## src/rtl/instr_load_ctrl_pkg.sv

```systemverilog
// Shared definitions for the instruction loader: default word width and
// FSM state encodings. Optional checksum feature: LOAD_CHKSUM_EN.
`ifndef IWIDTH
`define IWIDTH 32
`endif

package instr_load_ctrl_pkg;

  typedef enum logic [1:0] {
    S_IDLE = 2'd0,
    S_RECV = 2'd1,
    S_DONE = 2'd2,
    S_ERR  = 2'd3
  } load_state_e;

endpackage

```

## src/rtl/instr_load_ctrl_timer.sv

```systemverilog
// load_timer: idle-cycle counter used while receiving. It counts enabled
// cycles, clears on clr (clr wins), and flags when it sits one step below
// TIMEOUT-1, so the enabled cycle that would reach TIMEOUT-1 raises the error.
module load_timer #(
  parameter int TIMEOUT = 16
) (
  input  logic l_clk,
  input  logic l_rst,
  input  logic clr,
  input  logic en,
  output logic expire
);

  localparam int TW = $clog2(TIMEOUT + 1);

  logic [TW-1:0] cnt_q, cnt_d;

  // next count: clear has priority over counting
  always_comb begin
    cnt_d = cnt_q;
    if (clr)     cnt_d = '0;
    else if (en) cnt_d = cnt_q + TW'(1);
  end

  // counter register
  always_ff @(posedge l_clk or negedge l_rst) begin
    if (!l_rst) cnt_q <= '0;
    else        cnt_q <= cnt_d;
  end

  assign expire = (cnt_q == TW'(TIMEOUT - 2));

endmodule

```

## src/rtl/instr_load_ctrl.sv

```systemverilog
// instr_load_ctrl: receives instruction words from a transmitter and writes
// them into instruction memory with one cycle of latency. All outputs are
// registered. Define LOAD_CHKSUM_EN to add l_o_chksum (XOR of written words).
`ifndef IWIDTH
`define IWIDTH 32
`endif

module instr_load_ctrl
  import instr_load_ctrl_pkg::*;
#(
  parameter int IWIDTH  = `IWIDTH,
  parameter int AWIDTH  = 5,
  parameter int TIMEOUT = 16
) (
  input  logic              l_clk,
  input  logic              l_rst,
  input  logic              l_i_start,
  output logic              l_o_syn,
  input  logic [IWIDTH-1:0] l_i_instr,
  input  logic              l_i_last,
  input  logic              l_i_ack,
  output logic              l_o_we,
  output logic [AWIDTH-1:0] l_o_addr,
  output logic [IWIDTH-1:0] l_o_wdata,
  output logic              l_o_busy,
  output logic              l_o_done,
  output logic              l_o_err,
  output logic [AWIDTH:0]   l_o_count
`ifdef LOAD_CHKSUM_EN
  ,
  output logic [IWIDTH-1:0] l_o_chksum
`endif
);

  localparam logic [AWIDTH:0] DEPTH_C = (AWIDTH + 1)'(1 << AWIDTH);

  load_state_e       state_q, state_d;
  logic              syn_q, syn_d;
  logic              busy_q, busy_d;
  logic              done_q, done_d;
  logic              err_q, err_d;
  logic              we_q, we_d;
  logic [AWIDTH-1:0] addr_q, addr_d;
  logic [IWIDTH-1:0] wdata_q, wdata_d;
  logic [AWIDTH:0]   count_q, count_d;
`ifdef LOAD_CHKSUM_EN
  logic [IWIDTH-1:0] chk_q, chk_d;
`endif

  logic tmr_clr, tmr_en, tmr_at_limit;

  load_timer #(.TIMEOUT(TIMEOUT)) u_timer (
    .l_clk  (l_clk),
    .l_rst  (l_rst),
    .clr    (tmr_clr),
    .en     (tmr_en),
    .expire (tmr_at_limit)
  );

  // next-state and registered-output logic
  always_comb begin
    state_d = state_q;
    syn_d   = syn_q;
    busy_d  = busy_q;
    done_d  = done_q;
    err_d   = err_q;
    we_d    = 1'b0;
    addr_d  = addr_q;
    wdata_d = wdata_q;
    count_d = count_q;
`ifdef LOAD_CHKSUM_EN
    chk_d   = chk_q;
`endif
    tmr_clr = 1'b0;
    tmr_en  = 1'b0;
    case (state_q)
      S_IDLE, S_DONE, S_ERR: begin
        if (l_i_start) begin
          state_d = S_RECV;
          syn_d   = 1'b1;
          busy_d  = 1'b1;
          done_d  = 1'b0;
          err_d   = 1'b0;
          count_d = '0;
          tmr_clr = 1'b1;
`ifdef LOAD_CHKSUM_EN
          chk_d   = '0;
`endif
        end
      end
      S_RECV: begin
        if (l_i_ack) begin
          tmr_clr = 1'b1;
          if (count_q == DEPTH_C) begin
            // memory full and no last flag seen: drop the word
            state_d = S_ERR;
            syn_d   = 1'b0;
            busy_d  = 1'b0;
            err_d   = 1'b1;
          end else begin
            we_d    = 1'b1;
            addr_d  = count_q[AWIDTH-1:0];
            wdata_d = l_i_instr;
            count_d = count_q + (AWIDTH + 1)'(1);
`ifdef LOAD_CHKSUM_EN
            chk_d   = chk_q ^ l_i_instr;
`endif
            if (l_i_last) begin
              state_d = S_DONE;
              syn_d   = 1'b0;
              busy_d  = 1'b0;
              done_d  = 1'b1;
            end
          end
        end else begin
          tmr_en = 1'b1;
          if (tmr_at_limit) begin
            state_d = S_ERR;
            syn_d   = 1'b0;
            busy_d  = 1'b0;
            err_d   = 1'b1;
          end
        end
      end
      default: state_d = S_IDLE;
    endcase
  end

  // state and output registers
  always_ff @(posedge l_clk or negedge l_rst) begin
    if (!l_rst) begin
      state_q <= S_IDLE;
      syn_q   <= 1'b0;
      busy_q  <= 1'b0;
      done_q  <= 1'b0;
      err_q   <= 1'b0;
      we_q    <= 1'b0;
      addr_q  <= '0;
      wdata_q <= '0;
      count_q <= '0;
`ifdef LOAD_CHKSUM_EN
      chk_q   <= '0;
`endif
    end else begin
      state_q <= state_d;
      syn_q   <= syn_d;
      busy_q  <= busy_d;
      done_q  <= done_d;
      err_q   <= err_d;
      we_q    <= we_d;
      addr_q  <= addr_d;
      wdata_q <= wdata_d;
      count_q <= count_d;
`ifdef LOAD_CHKSUM_EN
      chk_q   <= chk_d;
`endif
    end
  end

  assign l_o_syn   = syn_q;
  assign l_o_busy  = busy_q;
  assign l_o_done  = done_q;
  assign l_o_err   = err_q;
  assign l_o_we    = we_q;
  assign l_o_addr  = addr_q;
  assign l_o_wdata = wdata_q;
  assign l_o_count = count_q;
`ifdef LOAD_CHKSUM_EN
  assign l_o_chksum = chk_q;
`endif

endmodule

```

## config.mk

```make
export PLATFORM = sky130hd
export DESIGN_NAME = instr_load_ctrl
export DESIGN_NICKNAME = d
export VERILOG_FILES = /design/src/rtl/instr_load_ctrl_pkg.sv /design/src/rtl/instr_load_ctrl_timer.sv /design/src/rtl/instr_load_ctrl.sv
export SDC_FILE = /design/constraint.sdc
export NUM_CORES = 1
export LEC_CHECK = 0
export ABC_AREA = 0
export BUFFER_PORTS_ARGS = -buffer_cell sky130_fd_sc_hd__buf_2
export CORE_MARGIN = 5
export CORE_UTILIZATION = 52
export CTS_CLUSTER_DIAMETER = 30
export DETAILED_ROUTE_END_ITERATION = 10
export GPL_TIMING_DRIVEN = 0
export MAX_ROUTING_LAYER = met4
export PLACE_DENSITY_LB_ADDON = 0.25
export SLEW_MARGIN = 20
export SYNTH_ARGS = -nofsm -noshare
export SYNTH_HDL_FRONTEND = slang
export SYNTH_HIERARCHICAL = 1
export SYNTH_SLANG_ARGS = --single-unit
```

## constraint.sdc

```tcl
create_clock -name l_clk -period 3 [get_ports l_clk]
set_input_delay 0.6 -clock l_clk [delete_from_list [all_inputs] [get_ports l_clk]]
set_output_delay 0.6 -clock l_clk [all_outputs]
set_load 0.02 [all_outputs]
```

==> flow_summary.json, run 1 <==
{
  "status": "completed",
  "power_density_nw_per_um2": 1030,
  "ys_seq_area_share_pct": 59.5,
  "ys_ff_latch": 54,
  "maxCapViolations": 0,
  "h-tree-depth": 2,
  "tns_ns": 0,
  "hold_buffers": 0,
  "cts_tree": "done",
  "port_buffers": 84,
  "drt-vias-per-instance": 5.00,
  "synth-xor-area-share_pct": 1.16,
  "hpwl_mm": 3.36,
  "crit_fanout": 10,
  "worstPathArrival_ns": 1.90,
  "synth.distinct_cells": 34,
  "crit_start": "l_o_count[0]",
  "grt_pass1_vias": 1697,
  "num_rows": 24,
  "crit_required_ns": 3.21,
  "synth_area_um2": 2270,
  "numCtsBuffers": 5,
  "core_um2": 4290,
  "die_area_um2": 5790,
  "setup.worst_path.class": "reg -> reg",
  "end_kind": "register",
  "globalRouteTotalUtil_pct": 17.4,
  "timing.rr.end": "l_o_wdata[31]",
  "dpl_worst_slack_ns": 1.13,
  "synth-simple-area-share_pct": 8.65,
  "slew_violations": 0,
  "post_cts_buffers": 0,
  "cts-resized-gates": 0,
  "synth_compound_area_share_pct": 5.35,
  "cpPeakStageDelay_ns": 0.44,
  "avgRoutedWirePerCell_um": 14.4,
  "finalCritPeriodShare_pct": 56.4,
  "reg2reg_depth": 6,
  "crit_top_cell": "buf_6",
  "gr-total-overflow": 0,
  "p_leak_nw": 1.46,
  "wirelength_mm": 4.49,
  "r2r_start": "l_o_count[0]",
  "cts_root_buffer": "clkbuf_8",
  "antenna_cells": 0,
  "ios": 85,
  "antenna_found_initial": 0,
  "rrSetupSlack_ns": 1.31,
  "start_kind": "register",
  "drt_iter0_drc": 26,
  "layout-drive-gt1-share_pct": 52.3,
  "die_w_um": 76.1,
  "yosysTopAreaCell": "dfrtp_1",
  "clk_pin_slew_ns": 0.10,
  "final_util_pct": 66.4,
  "finalSetupViolCount": 0,
  "drc_errors": 0,
  "yosys_warnings": 6,
  "synth.area.top_cells": "dfrtp_1, mux2_2, mux2_4",
  "synth_area_per_cell_um2": 13.5,
  "insertion_delay_ns": 0.31,
  "synth_top_area_share_pct": 59.5,
  "synth_fa_ha_area_share_pct": 2.21,
  "finalHoldViolCount": 0,
  "grt_pass1_wl_mm": 8.00,
  "final_area_um2": 2850,
  "num_vias": 1559,
  "holdWs_ns": 0.316,
  "synthMuxAreaShare_pct": 19.6,
  "syn_inst": 168,
  "timing.final.ws_setup_ns": 1.31,
  "final_cells": 312,
  "skew_ns": 0.00687,
  "ir_drop_mv": 0.506,
  "synthToLayoutAreaGrowth_pct": 25.7,
  "crit_chain": "inv_1 -> ha_1 -> a41o_1 -> buf_6 -> buf_6 -> mux2_4",
  "numClockSinks": 54,
  "rsz0062_at_grt": "no",
  "dp.cells": 304,
  "drt_pass1_iterations": 4,
  "clockBufferDepth": 2,
  "power_mw": 2.95,
  "hold_path_class": "in -> async",
  "grt_start_max_net_pins": 55,
  "fp.dieH_um": 76.1,
  "drtAntennaViolNets": 0,
  "synth_top_family_by_area": "multiplexers",
  "start_util_pct": 52.9,
  "tightest_slew_ns": 0.661,
  "place_area_um2": 2760,
  "slowest_stage": "dfrtp_1",
  "finalNetCount": 300,
  "synth_fp_nets": 209,
  "post-route-min-period_ns": 1.69,
  "max_slew_margin_pct": 55.9,
  "max_freq_ghz": 0.591,
  "globalplace.congestion": 0.817
}
how the worst max path moves through the flow:
stage                    end  slack, ns  depth (start not counted)
2_1_floorplan    l_o_addr[2]       1.34                          6
3_3_place_gp   l_o_wdata[30]       1.13                          6
3_5_place_dp   l_o_wdata[31]       1.13                          6
4_1_cts        l_o_wdata[31]       1.27                          6
5_1_grt        l_o_wdata[31]       1.17                          6
6_report       l_o_wdata[31]       1.31                          6
Yosys cell counts:
library cell / count
clkbuf_1: 1
or2b_1: 1
nand3b_1: 1
buf_2: 3
nand3_1: 4
mux2_2: 28
o31ai_1: 1
a41o_1: 1
inv_1: 8
and2_0: 1
a21oi_1: 4
buf_4: 1
dfrtp_1: 54
a21bo_2: 1
xnor2_1: 3
ha_1: 4
nor2b_1: 2
nor3_1: 1
nand2_1: 7
nor2_1: 11
o211ai_1: 1
o2bb2ai_1: 1
mux2_4: 8
nand3b_4: 1
a22o_1: 1
o22ai_1: 1
buf_6: 2
o21ai_0: 7
and4_1: 1
a21o_1: 1
and4b_1: 1
mux2i_1: 1
nand2b_1: 3
nand4_1: 2
flip-flops by register name, indices dropped and copies added (netlist names):
register,cells
l_o_done,1
l_o_addr,5
u_timer/cnt_q,5
l_o_wdata,32
l_o_we,1
l_o_err,1
l_o_busy,1
state_q,2
l_o_count,6
per-layer routing:
metal	wire (um)	track usage, %
met5	0	-
met4	69	6.47
met3	342	5.56
met2	2150	27.1
met1	1930	21.3
cells in the final DEF (no fill, tap or decap), drive strengths merged, types with 2 or more instances in the layout:
master | synthesis | routed
nand3b | 2 | 2
nor2 | 11 | 11
o21ai | 7 | 7
nand4 | 2 | 2
nand3 | 4 | 4
buf | 6 | 90
dfrtp | 54 | 54
nand2b | 3 | 3
nand2 | 7 | 7
inv | 8 | 10
xnor2 | 3 | 3
a21oi | 4 | 4
nor2b | 2 | 2
mux2 | 36 | 36
ha | 4 | 4
clkbuf | 1 | 6
critical path: cells and delay by family (launching register included):
family,cells,cell delay (ns)
buf+inv,3,0.43
fa+ha+maj,1,0.16
compound gates,1,0.23
mux,1,0.31
flops,1,0.44
where the power goes:
part           switching, mW  internal (mW)  leakage [nW]  total [mW]
Combinational          0.764          0.574         0.742        1.34
Clock                  0.252          0.172        0.0491       0.424
Sequential             0.163           1.03         0.666        1.19
Total                   1.18           1.77          1.46        2.95
cell families (layout without fill, tap and decap cells):
group / count (synthesis) / count (layout)
mux: 37 / 37
flops: 54 / 54
fa+ha+maj: 4 / 4
simple gates: 36 / 36
xor+xnor: 3 / 3
compound gates: 19 / 19
buf+inv: 15 / 107
cell type report:
| cell class | count | area, um2 |
|---|---|---|
| well taps | 52 | 65.1 |
| clock buffers | 5 | 68.8 |
| plain buffers | 7 | 48.8 |
| clock inverters | 3 | 26.3 |
| fillers | 361 | 1440 |
| flip-flops and latches | 54 | 1350 |
| inverters | 8 | 30.0 |
| repair buffers | 84 | 423 |
| multi-input cells | 99 | 840 |
(Power assumes the default switching activity.)
==> run 2, diff against run 1 <==
Settings changed: ABC_AREA 0 to 1, CORE_UTILIZATION 52 to 44.
Clock period 3 ns to 1.4 ns, I/O delays scaled along.
==> run 2 against run 1 <==
Effect of this change:
- the run now ends with negative setup slack left
- via count is 36% higher
- sequential power increased by 110%
- utilization down 3.0 points
- synthesized cell count is 67% higher
- critical endpoint is now l_o_err
- largest cell class unchanged
- highest routed layer unchanged
==> flow_summary.json, run 2 <==
{
  "worstPathArrival_ns": 1.67,
  "antenna_found_initial": 0,
  "drc_errors": 0,
  "grt_pass1_vias": 2004,
  "tightest_slew_ns": 0.671,
  "port_buffers": 84,
  "synth_most_common_cell": "nand2_1",
  "grt_start_max_net_pins": 55,
  "grt_pass1_wl_mm": 9.37,
  "numCtsBuffers": 5,
  "cp.buffers_inverters": 4,
  "synth_area_um2": 2390,
  "drt_pass1_iterations": 4,
  "p_clk_share_pct": 11.9,
  "cts_root_buffer": "clkbuf_8",
  "synth_fp_nets": 321,
  "drtAntennaViolNets": 0,
  "ys_top_cells_by_count": "nand2_1, dfrtp_1, inv_1",
  "core_um2": 5200,
  "synth.area.top_cells": "dfrtp_1, nand2_1, inv_1",
  "gr-total-overflow": 0,
  "netSwitchingPower_mw": 3.08,
  "slowest_stage": "dfrtp_2",
  "setup.worst_path.class": "reg -> reg",
  "maxCapViolations": 0,
  "cp_top_family": "flip-flops",
  "antenna_cells": 0,
  "synth_edf_count": 0,
  "status": "complete, but fails checks",
  "cpPeakStageDelay_ns": 0.43,
  "h-tree-depth": 2,
  "fp.dieH_um": 83.8,
  "violations": "negative setup slack",
  "async_flop_share_pct": 100,
  "wirelength_mm": 5.68,
  "final_cell_mix": "nand2_1, buf_2, dfrtp_1",
  "numClockSinks": 54,
  "final_cells": 457,
  "num_vias": 2115,
  "slew_violations": 0,
  "clockBufferDepth": 2,
  "netSwitchingFraction_pct": 43.7,
  "comb_power_share_pct": 52.3,
  "hpwl_mm": 3.90,
  "globalRouteTotalUtil_pct": 16.7,
  "drt_iter0_drc": 112,
  "p_int_mw": 3.97,
  "num_rows": 26,
  "skew_ns": 0.00883,
  "hold_path_class": "in -> async",
  "synth_area_per_cell_um2": 8.55,
  "crit_required_ns": 1.64,
  "layout-drive-gt1-share_pct": 40.6,
  "timing.final.ws_setup_ns": -0.0368,
  "ys_ff_latch": 54,
  "insertion_delay_ns": 0.30,
  "die_area_um2": 7020,
  "yosysTopAreaCell": "dfrtp_1",
  "finalCritPeriodShare_pct": 103,
  "crit_fanout": 5,
  "power_frac_seq_pct": 35.8,
  "largest_register_ffs": 32,
  "dpl_worst_slack_ns": -0.133,
  "tns_ns": -0.752,
  "p_leak_nw": 1.87,
  "finalSetupViolCount": 38,
  "ir_drop_mv": 1.26,
  "synthToLayoutAreaGrowth_pct": 37.9,
  "synth.distinct_cells": 25,
  "dominantRegCellSynth": "dfrtp_1",
  "die_w_um": 83.8,
  "max_freq_ghz": 0.696,
  "synth_top_area_share_pct": 56.4,
  "finalHoldViolCount": 0,
  "final_common_cell": "nand2_1",
  "power_density_nw_per_um2": 2130,
  "hold_buffers": 0,
  "clk_pin_slew_ns": 0.09,
  "ios": 85,
  "end_kind": "register",
  "dp.cells": 434,
  "start_kind": "register",
  "syn_inst": 280,
  "finalNetCount": 427,
  "start_util_pct": 46.0,
  "post-route-min-period_ns": 1.44,
  "cts_tree": "done",
  "ys_seq_area_share_pct": 56.4,
  "max_slew_margin_pct": 55.2,
  "rsz0062_at_grt": "yes",
  "crit_chain": "inv_2 -> ha_4 -> nand2_2 -> inv_2 -> nand3_4 -> nand3_4 -> buf_12 -> buf_8 -> nand3_2 -> nand2_1",
  "avgRoutedWirePerCell_um": 12.4,
  "globalplace.congestion": 0.811,
  "drt-vias-per-instance": 4.63,
  "yosys_warnings": 6
}
run 2: logic make-up after synthesis:
family | after synthesis | synth area share [%]
AO/OA/AOI/OAI | 9 | 2.14
XOR/XNOR | 1 | 0.366
flip-flops | 54 | 56.4
buffers and inverters | 26 | 5.38
adder cells (fa/ha/maj) | 4 | 2.09
AND/OR/NAND/NOR | 186 | 33.6
run 2: final timing paths:
check                           slack [ns]       endpoint  depth (start not counted)          start
worst max register to register       -0.04        l_o_err                         10   l_o_count[1]
worst min register to register        0.48  l_o_wdata[29]                          2  l_o_wdata[29]
min in group l_clk                    0.17   l_o_wdata[1]                          3   l_i_instr[1]
worst min-delay path                  0.02   l_o_wdata[2]                          1          l_rst
max in group asynchronous             0.90   l_o_count[1]                          1          l_rst
worst max-delay path                 -0.04        l_o_err                         10   l_o_count[1]
run 2: per-stage QoR:
| stage | hold slack [ns] | total power [mW] | area, um2 | utilization (%) |
|---|---|---|---|---|
| after global routing | 0.0686 | 7.58 | 3300 | 63.5 |
| after floorplan | -0.0156 | 4.59 | 2410 | - |
| final | 0.0159 | 7.05 | 3300 | 63.5 |
| after CTS | 0.0406 | 6.92 | 3200 | 61.6 |
| after detailed placement | 0.372 | 5.60 | 2920 | 56.1 |
| after global placement | 0.455 | 5.53 | 2920 | 56.1 |
run 2: what timing repair did:
action                     4_1_cts  5_1_grt
resized for setup               25       26
cloned                           1        0
setup endpoints to repair       43       50
pin swaps                        8        8
setup buffers                   11        3
run 2: final cells by class:
cell class	count	area (um2)
Fill cell	446	1900
Clock inverter	2	13.8
Tap cell	70	87.6
Clock buffer	6	72.6
Timing Repair Buffer	99	572
Multi-Input combinational cell	200	1020
Buffer	8	101
Sequential cell	54	1360
Inverter	18	75.1
run 2: power by group through the flow:
stage	sequential, mW	combinational [mW]	clock, mW
2_1_floorplan	3.24	1.35	0
3_3_place_gp	2.54	2.99	0
3_5_place_dp	2.55	3.05	0
4_1_cts	2.51	3.53	0.873
5_1_grt	2.60	4.04	0.941
6_report	2.52	3.69	0.842
run 2: routing by layer:
metal	track usage, %	share of wire [%]	vias up
met5	-	0	-
met4	5.26	2.0	0
met3	3.75	6.0	11
met2	27.2	49	59
met1	20.8	43	973
li1	-	-	1072
